File: config.mk
export PLATFORM = sky130hd
export DESIGN_NAME = fifo_stream_reader
export DESIGN_NICKNAME = d
export VERILOG_FILES = /design/src/rtl/fifo_stream_reader.sv
export SDC_FILE = /design/constraint.sdc
export NUM_CORES = 1
export LEC_CHECK = 0
export ABC_AREA = 0
export CAP_MARGIN = 20
export CORE_UTILIZATION = 30
export DETAILED_ROUTE_END_ITERATION = 8
export SYNTH_ARGS = -nofsm -noshare
export SYNTH_HDL_FRONTEND = slang
export SYNTH_SLANG_ARGS = --single-unit
File: constraint.sdc
create_clock -name clk -period 3.2 [get_ports clk]
set_clock_uncertainty 0.2 [all_clocks]
set_input_delay 0.8 -clock clk [delete_from_list [all_inputs] [get_ports clk]]
set_output_delay 0.8 -clock clk [all_outputs]
set_load 0.02 [all_outputs]
File: src/rtl/fifo_stream_reader.sv
// Reads a ring FIFO whose data arrives one cycle after the read strobe, and buffers it in a 2-entry skid buffer.
// Latency: 2 cycles from read strobe to out_valid. Reads stop while buffered plus in-flight words would exceed 2.
module fifo_stream_reader #(
    parameter int DATA_W = 8
) (
    input  logic              clk,
    input  logic              rst,
    input  logic              en,
    output logic              fifo_read,
    input  logic [DATA_W-1:0] fifo_out,
    input  logic              fifo_val,
    output logic [DATA_W-1:0] out_data,
    output logic              out_valid,
    input  logic              out_ready,
    output logic [1:0]        level,
    output logic              err
);

    logic [DATA_W-1:0] mem [2];
    logic              wr_ptr;
    logic              rd_ptr;
    logic              inflight;
    logic              pop;
    logic              push;
    logic [2:0]        occ;

    assign out_valid = (level != 2'd0);
    assign pop       = out_valid & out_ready;
    assign push      = fifo_val & inflight;

    // Occupancy as seen after this edge's pop; a read is only safe if a slot is left for its response.
    assign occ       = {1'b0, level} + {2'b00, inflight} - {2'b00, pop};
    assign fifo_read = rst & en & (occ < 3'd2);
    assign out_data  = mem[rd_ptr];

    always_ff @(posedge clk or negedge rst) begin
        if (!rst) begin
            mem[0]   <= '0;
            mem[1]   <= '0;
            wr_ptr   <= 1'b0;
            rd_ptr   <= 1'b0;
            level    <= 2'd0;
            inflight <= 1'b0;
            err      <= 1'b0;
        end else begin
            inflight <= fifo_read;
            // One-bit pointers wrap modulo 2 on their own.
            if (push) begin
                mem[wr_ptr] <= fifo_out;
                wr_ptr      <= ~wr_ptr;
            end
            if (pop) begin
                rd_ptr <= ~rd_ptr;
            end
            level <= level + {1'b0, push} - {1'b0, pop};
            if (fifo_val && !inflight) begin
                err <= 1'b1;
            end
        end
    end

endmodule

==> results by group <==
Layout
  – # nets final: 119
  – Fraction of layout cells with a size suffix above 1: 35.9%
  – Fillers: 305
  – Final std cells w/o fill: 147
  – Final instance area: 1410 um^2
  – Area growth syn-to-layout: 37.3%
  – Antenna diode count: 0
  – Fin util: 44.8%

Clock tree
  – CTS tree: yes
  – CTS Buf Count: 3
  – Clk root buf: clkbuf_4
  – CTS clock-pin slew for the worst setup and hold paths: 0.12 ns
  – Htree depth: 1
  – Clock Tree Buf Depth: 2
  – Skew-Pair Late Insertion Delay: 0.29 ns
  – Clock sinks: 22
  – Hold-fix buffers at CTS: 0

Logic synthesis
  – Area leader, netlist: dfrtp_1
  – Syn Area/Cell: 14.5 um^2
  – Asr flop ratio synth: 100%
  – Post-Synth Simple-Gate Area: 5.60%
  – Mux share of post-synthesis cell area: 30.2%
  – Synth Area in Compound Gates: 1.46%
  – Most common cell in the netlist: dfrtp_1
  – Most common library cells after synthesis: 22 x dfrtp_1, 16 x mux2_2, 8 x mux2_4
  – Post-synthesis adder-cell area fraction: 3.16%
  – Synth Flop Type: dfrtp_1
  – Combinational family with the most area after synthesis: multiplexers
  – Post-synthesis sequential area ratio: 53.5%
  – Post-synth EDFFs: 0
  – Register bit total from synthesis: 22
  – Yosys synthesis warning count: 0
  – Count of cell types in the netlist: 20
  – Top cell type's share of synthesized area: 53.5%
  – Synth Cell Area: 1030 um^2
  – Syn Nets: 86
  – Synth Area in XOR/XNOR: 4.26%
  – Cell count after synthesis: 71
  – Largest cells by area after synthesis: dfrtp_1 54%, mux2_2 18%, mux2_4 12%

Setup path
  – Kind of end point of the critical path: primary output
  – Max stage delay cell, worst path: fa_1
  – Worst endpoint data arrival time: 2.10 ns
  – CP Depth: 7
  – Worst reg2reg path depth: 7
  – R2r setup slk: 1.27 ns
  – Startpoint types: input pin
  – WS Path Type: input pin to primary output
  – CP Buf/Inv Count: 2
  – Crit-path max FO: 3
  – Crit-path cells: clkdlybuf4s15_1 > xor2_1 > nand2_1 > fa_1 > nand3_1 > nor2_2 > buf_6
  – Worst Path Required: 2.20 ns
  – Worst r2r src: level[1]$_DFF_PN0_
  – Crit-path leading delay family: adder cells
  – Reg2reg end: inflight$_DFF_PN0_
  – Slowest stage delay, CP: 0.48 ns

Die
  – Die height: 60.6 um
  – # rows: 20
  – Die X: 60.6 um
  – I/O pin cnt: 26
  – Core ar.: 3150 um^2
  – Die area: 3670 um^2
  – Initial Util: 32.6%

Status
  – Status: completed

Timing
  – Final period utilization: 96.7%
  – Min Tclk post-route: 3.10 ns
  – Slew @ Worst Pin: 0.557 ns
  – Final setup vio count: 0
  – Final hold vios: 0
  – Min Hold Slack: 0.283 ns
  – RSZ-0062 raised after global routing: no
  – Achievable Freq: 0.323 GHz
  – Fin. max-slew vios: 0
  – Setup TNS: 0 ns
  – Max_slew headroom: 62.9%
  – Worst setup margin: 0.105 ns

Worst hold path
  – Min-Delay Path Depth: 1
  – Hold endpoint: err$_DFFE_PN0P_
  – Hold Path Origin: err$_DFFE_PN0P_
  – Worst min-delay path class: flop to flop

Placed design
  – Post-Place Worst Slack: -0.659 ns
  – GP Congestion: 0.791
  – DP Area: 1350 um^2
  – Hpwl dp: 1.30 mm
  – Port Buffers: 25
  – Cell total after placement: 142

GRT
  – Largest net degree at the start of global routing: 23
  – Tot GR Track Use: 11.9%
  – Vias in the first global route: 669
  – GRT overflow: 0
  – First-pass GRT wire length: 3.19 mm
  – Initial antenna violation count: 0

Route
  – WL final: 1.84 mm
  – # DRC: 0
  – Post-route ant nets: 0
  – Drt wl/cell: 12.5 um
  – First-pass DRT Iterations: 2
  – Iteration-0 DRC Markers: 4
  – Total number of vias: 620
  – Vias per cell: 4.22

Power
  – Maximum VDD drop: 0.000324 V
  – Pleak: 0.654 nW
  – Power density cells: 991 nW/um^2
  – Tot Pwr: 1.40 mW

Run
  – Max Cap Viol: 0
[cells by family (layout without fill, tap and decap cells)]
group / count (synthesis) / count (layout)
AND/OR/NAND/NOR: 12 / 12
AO/OA/AOI/OAI: 2 / 2
flip-flops: 22 / 22
XOR/XNOR: 5 / 5
adder cells (fa/ha/maj): 2 / 2
multiplexers: 25 / 25
buffers and inverters: 3 / 35
[layout by cell type (no fill, tap or decap), drive strengths merged]
master,n
ha,1
a21boi,1
dfrtp,22
xnor2,2
nand2,5
nor2,2
mux2,24
fa,1
clkdlybuf4s50,23
nor2b,1
bufinv,1
nand3,2
mux2i,1
inv,1
clkdlybuf4s15,1
buf,6
xor2,3
or2,2
a21o,1
clkbuf,3
[where the power goes]
part / internal (mW) / switching [mW] / total, mW
Combinational: 0.417 / 0.291 / 0.708
Clock: 0.126 / 0.0855 / 0.212
Sequential: 0.398 / 0.0821 / 0.480
Total: 0.942 / 0.459 / 1.40
[state kept, by name (all words and copies together), names as in the netlist]
signal    count
rd_ptr        1
level         2
wr_ptr        1
err           1
inflight      1
mem          16
[final cells by class]
cell class | instances | area [um^2] | share of cell area [%]
sequential | 22 | 551 | 39.0
inverter | 1 | 3.75 | 0.266
clock inverter | 1 | 30.0 | 2.13
tap | 44 | 55.1 | 3.90
multi-input combinational | 46 | 462 | 32.7
clock buffer | 3 | 22.5 | 1.59
timing repair buffer | 30 | 289 | 20.5
[per-layer routing]
metal,share of wire (%),vias up,global-route usage [%]
li1,-,311,-
met1,50,297,17.7
met2,46,10,17.0
met3,2.8,2,1.49
met4,1.5,0,5.84
met5,0,-,0
[what timing repair did]
action / CTS / global route
endpoints found under the hold margin: 0 / 0
endpoints found under the setup margin: 1 / 1
buffers inserted: 0 / 1
pin swaps: 1 / 2
gates cloned: 0 / 0
resized for setup: 6 / 3
[worst max path at each step]
stage	from	endpoint	slack [ns]
4_1_cts	out_ready	fifo_read	0.04
3_3_place_gp	out_ready	fifo_read	-0.61
2_1_floorplan	level[1]$_DFF_PN0_	fifo_read	0.21
6_report	out_ready	fifo_read	0.10
5_1_grt	out_ready	fifo_read	0.02
3_5_place_dp	out_ready	fifo_read	-0.66
(Power assumes the default switching activity.)
